File: src/rtl/instruction_prefetch.sv
// Fetch stage: owns the PC, issues reads to a 1-cycle-latency instruction memory and
// queues returned words with their PC for decode; redirects flush everything in flight.
module instruction_prefetch #(
    parameter logic [31:0] RESET_PC   = 32'h0000_0000,
    parameter int unsigned FIFO_DEPTH = 4,
    parameter int unsigned IMEM_AW    = 10
) (
    input  logic               clk,
    input  logic               rst,
    output logic               imem_rd_en,
    output logic [IMEM_AW-1:0] imem_addr,
    input  logic [31:0]        imem_rdata,
    input  logic               redirect_valid,
    input  logic [31:0]        redirect_pc,
    output logic               dec_valid,
    input  logic               dec_ready,
    output logic [31:0]        dec_instr,
    output logic [31:0]        dec_pc
);

    localparam int unsigned PW = $clog2(FIFO_DEPTH);

    typedef enum logic {
        IDLE,
        WAIT
    } fetch_state_t;

    fetch_state_t state, state_next;

    logic [31:0] pc;
    logic [31:0] tag;
    logic [PW:0] wr_ptr;
    logic [PW:0] rd_ptr;
    logic [PW:0] count;
    logic [31:0] instr_q [FIFO_DEPTH];
    logic [31:0] pc_q    [FIFO_DEPTH];
    logic        issue;
    logic        push;
    logic        pop;
    logic        empty;
    logic        full;
    logic        credit;

    always_comb begin
        count  = wr_ptr - rd_ptr;
        empty  = (count == '0);
        full   = (wr_ptr[PW] != rd_ptr[PW]) && (wr_ptr[PW-1:0] == rd_ptr[PW-1:0]);
        // An outstanding read reserves a FIFO slot, so a push can never find the FIFO full.
        credit = ({1'b0, count} + {{(PW+1){1'b0}}, state == WAIT}) < (PW+2)'(FIFO_DEPTH);

        issue      = rst && !redirect_valid && credit;
        push       = rst && !redirect_valid && (state == WAIT);
        dec_valid  = rst && !empty;
        pop        = dec_valid && dec_ready;
        imem_rd_en = issue;
        imem_addr  = pc[IMEM_AW+1:2];
        dec_instr  = dec_valid ? instr_q[rd_ptr[PW-1:0]] : '0;
        dec_pc     = dec_valid ? pc_q[rd_ptr[PW-1:0]] : RESET_PC;
        state_next = issue ? WAIT : IDLE;
    end

    always_ff @(posedge clk) begin
        if (!rst) begin
            state  <= IDLE;
            pc     <= RESET_PC;
            tag    <= RESET_PC;
            wr_ptr <= '0;
            rd_ptr <= '0;
        end else if (redirect_valid) begin
            state  <= IDLE;
            pc     <= redirect_pc & ~32'h3;
            wr_ptr <= '0;
            rd_ptr <= '0;
        end else begin
            state <= state_next;
            if (issue) begin
                pc  <= pc + 32'd4;
                tag <= pc;
            end
            if (push) wr_ptr <= wr_ptr + (PW+1)'(1);
            if (pop)  rd_ptr <= rd_ptr + (PW+1)'(1);
        end
    end

    always_ff @(posedge clk) begin
        if (push) begin
            instr_q[wr_ptr[PW-1:0]] <= imem_rdata;
            pc_q[wr_ptr[PW-1:0]]    <= tag;
        end
    end

    no_push_when_full: assert property (@(posedge clk) disable iff (!rst) !(push && full));

endmodule

File: config.mk
export PLATFORM = sky130hd
export DESIGN_NAME = instruction_prefetch
export DESIGN_NICKNAME = d
export VERILOG_FILES = /design/src/rtl/instruction_prefetch.sv
export SDC_FILE = /design/constraint.sdc
export NUM_CORES = 1
export LEC_CHECK = 0
export ABC_AREA = 0
export ABC_CLOCK_PERIOD_IN_PS = 6600
export CORE_MARGIN = 5
export CORE_UTILIZATION = 55
export DETAILED_ROUTE_END_ITERATION = 8
export GPL_TIMING_DRIVEN = 1
export PLACE_DENSITY = 0.78
export SYNTH_ARGS = -nofsm -noshare
export SYNTH_HDL_FRONTEND = slang
export SYNTH_SLANG_ARGS = --single-unit
File: constraint.sdc
create_clock -name clk -period 6.6 [get_ports clk]
set_input_delay 1.32 -clock clk [delete_from_list [all_inputs] [get_ports clk]]
set_output_delay 1.32 -clock clk [all_outputs]
set_load 0.03 [all_outputs]
==> reports/metrics.cfg <==
[sta]
setup_viol=0
fin_skew_ps=19.6
layout_min_cycle_time_ps=5270
hold_violations=0
finalHoldWorstSlack_ps=478
post-route-period-util_pct=79.8
drv_slew=0
tightest_slew_ps=1070
grt_setup_unrepaired=false
maxSlewHeadroom_pct=28.7
max_clock_freq_mhz=190
fin_tns_setup_ps=0

[die]
fp-row-count=55
num_io_pins=144
die_w_um=161
start_util_pct=55.7
dieArea_um2=25900
core_um2=22500
die_h_um=161

[clock_network]
clk_pin_slew_ps=60
htreeDepth=1
cts_tree=done
ctsHoldBuffers=0
post_cts_buffers=0
post_cts_resize_count=0
cts_buffer_depth=3
clockRootBuffer=clkbuf_16
cts_inserted_buffers=31
clock_sinks=317
clkLatencyLatePin_ps=550

[layout]
fill_cells=1539
nets=990
final_layout_size_suffix_gt1_share_pct=16.0
n_antenna_cell=0
stdcell_count=1224
multiInputGateArea_um2=3440
seqCellArea_um2=8830
synthToLayoutAreaGrowth_pct=21.0

[synth]
syn-mean-instance-area_um2=16.0
syn_area_um2=12500
yosysTopAreaCell=edfxtp_1
synth_ff_type=edfxtp_1
synth.distinct_cells=40
yosysSeqAreaShare_pct=70.5
synth_edf_count=248
yosysWarnings=0
synthTopCellsByArea=edfxtp_1, mux4_2, dfxtp_1
ys_ff_latch=317
ys_async_sr_fraction_pct=0
yosysTopAreaCellShare_pct=59.5
syn-instance-count=782

[setup_path]
crit_fanout=29
required_ps=5280
critical_path_class=in2out
arrival_ps=3950
crit_path_end_kind=primary output
cp-start-kind=input port

[power]
p_total_mw=4.11
powerDensity_nw_per_um2=271
p_leak_nw=4.84
ir_drop_mv=0.170

[route]
drtIter0Drc=405
met3_wirelength_um=1430
postRouteAntennaNets=0
firstDrtPassIters=5
num_vias=6765
routed-wl-met2_um=11400
met1_length_um=10300
vias_per_cell=5.53
route.detailed.drc=0
post_drt_wl_per_cell_um=19.2
top_layer_used=met4
routed_wl_um=23500

[flow_run]
max_cap_violations=0

[outcome]
outcome=finished, final reports clean

[hold_path]
hold_class=reg2reg

[global_routing]
grt_max_degree=58
grt_pass1_vias=7023
overflow=0
grt_antenna_before_repair=0
grt.total_usage_pct=18.2
grt_pass1_wl_um=37700

[placement]
hpwl_um=14700
place.gp.congestion=0.853
numPortBuffers=139
dp_cells=1166

## synthesized netlist by cell type (all sizes together) (2+ instances only)
| cell type | n |
|---|---|
| nand2 | 77 |
| o21ai | 26 |
| nor4 | 7 |
| inv | 6 |
| nand3 | 19 |
| a21oi | 54 |
| ha | 7 |
| a31oi | 2 |
| nor3 | 8 |
| mux4 | 62 |
| xnor2 | 16 |
| and2 | 63 |
| and3 | 9 |
| edfxtp | 248 |
| nand4 | 8 |
| xor2 | 16 |
| a211oi | 3 |
| and4 | 3 |
| dfxtp | 69 |
| clkbuf | 26 |
| or4 | 2 |
| nor2 | 15 |
| buf | 27 |
## worst paths after layout
kind | cells after the start | slack, ps | startpoint | endpoint
max reg2reg | 10 | 3580 | wr_ptr[0] | tag[5]
min | 2 | 480 | pc[31] | tag[31]
max | 7 | 1330 | rst | dec_pc[18]
min reg2reg | 2 | 480 | pc[31] | tag[31]
## cells in the final DEF (no fill, tap or decap), types with 2 or more instances in the layout
cell type | synthesis | routed
nor3_1 | 8 | 8
clkbuf_1 | 26 | 2
buf_4 | 12 | 13
nor2_1 | 15 | 14
and3_2 | 2 | 5
nor4_2 | 3 | 3
nand3_1 | 18 | 18
and4_2 | 2 | 2
mux4_2 | 62 | 62
bufinv_16 | 0 | 3
and3_1 | 7 | 4
clkinv_1 | 1 | 4
nor4_1 | 4 | 4
a21oi_1 | 54 | 54
clkbuf_8 | 0 | 2
clkinvlp_4 | 0 | 9
edfxtp_1 | 248 | 248
xor2_1 | 16 | 16
and2_1 | 63 | 63
clkbuf_16 | 0 | 31
clkdlybuf4s50_1 | 0 | 138
nand4_2 | 2 | 2
inv_1 | 5 | 5
ha_1 | 7 | 7
or4_4 | 2 | 2
conb_1 | 1 | 2
clkinv_2 | 0 | 7
nand4_1 | 6 | 6
o21ai_0 | 26 | 26
nand2_1 | 77 | 77
dfxtp_1 | 69 | 67
xnor2_1 | 16 | 16
a211oi_1 | 3 | 3
## where the power goes
part	switching, mW	leakage (nW)	internal [mW]
sequential	0.0325	2.78	2.17
clock	0.720	0.479	1.00
combinational	0.0920	1.58	0.0860
## kinds of logic after synthesis
logic type | Yosys count | share of synthesized area [%]
DFF | 317 | 70.5
and+or+nand+nor | 213 | 9.04
AOI/OAI and AO/OA | 87 | 3.64
muxes | 63 | 11.2
buffers and inverters | 60 | 2.28
xor gates and xnor gates | 33 | 2.43
adders and majority gates | 8 | 0.859
other | 1 | 0.0299
## area by class of cell
class,count,share of cell area (%)
multi-input cells,406,22.7
clock inverters,23,1.40
flip-flops and latches,317,58.3
well taps,285,2.35
clock buffers,35,5.35
inverters,7,0.173
repair buffers,151,9.76
## layer usage
metal	vias up	GRT usage (%)
met5	-	0
met4	0	4.50
met3	31	3.16
met2	193	30.5
met1	3329	25.2
li1	3212	-
## state kept, by name, summed over array words and instances, names as in the netlist, named ones only
register  count
rd_ptr        3
pc_q        120
pc           30
state         1
instr_q     128
wr_ptr        3
tag          30
## per-stage QoR
step,setup slack (ps),utilization (%),instance area [um2]
6_report,1330,67.4,15200
5_1_grt,1130,67.4,15200
4_1_cts,1300,67.4,15200
3_5_place_dp,1310,62.8,14100
3_3_place_gp,1340,62.8,14100
2_1_floorplan,1640,-,12500
## worst max-delay path: stages
cell             delay (ps)
clkdlybuf4s50_1         450
buf_4                   240
clkinv_1                170
a31oi_4                 520
buf_4                   340
and2_1                  200
clkdlybuf4s50_1         690
(Power assumes the default switching activity.)
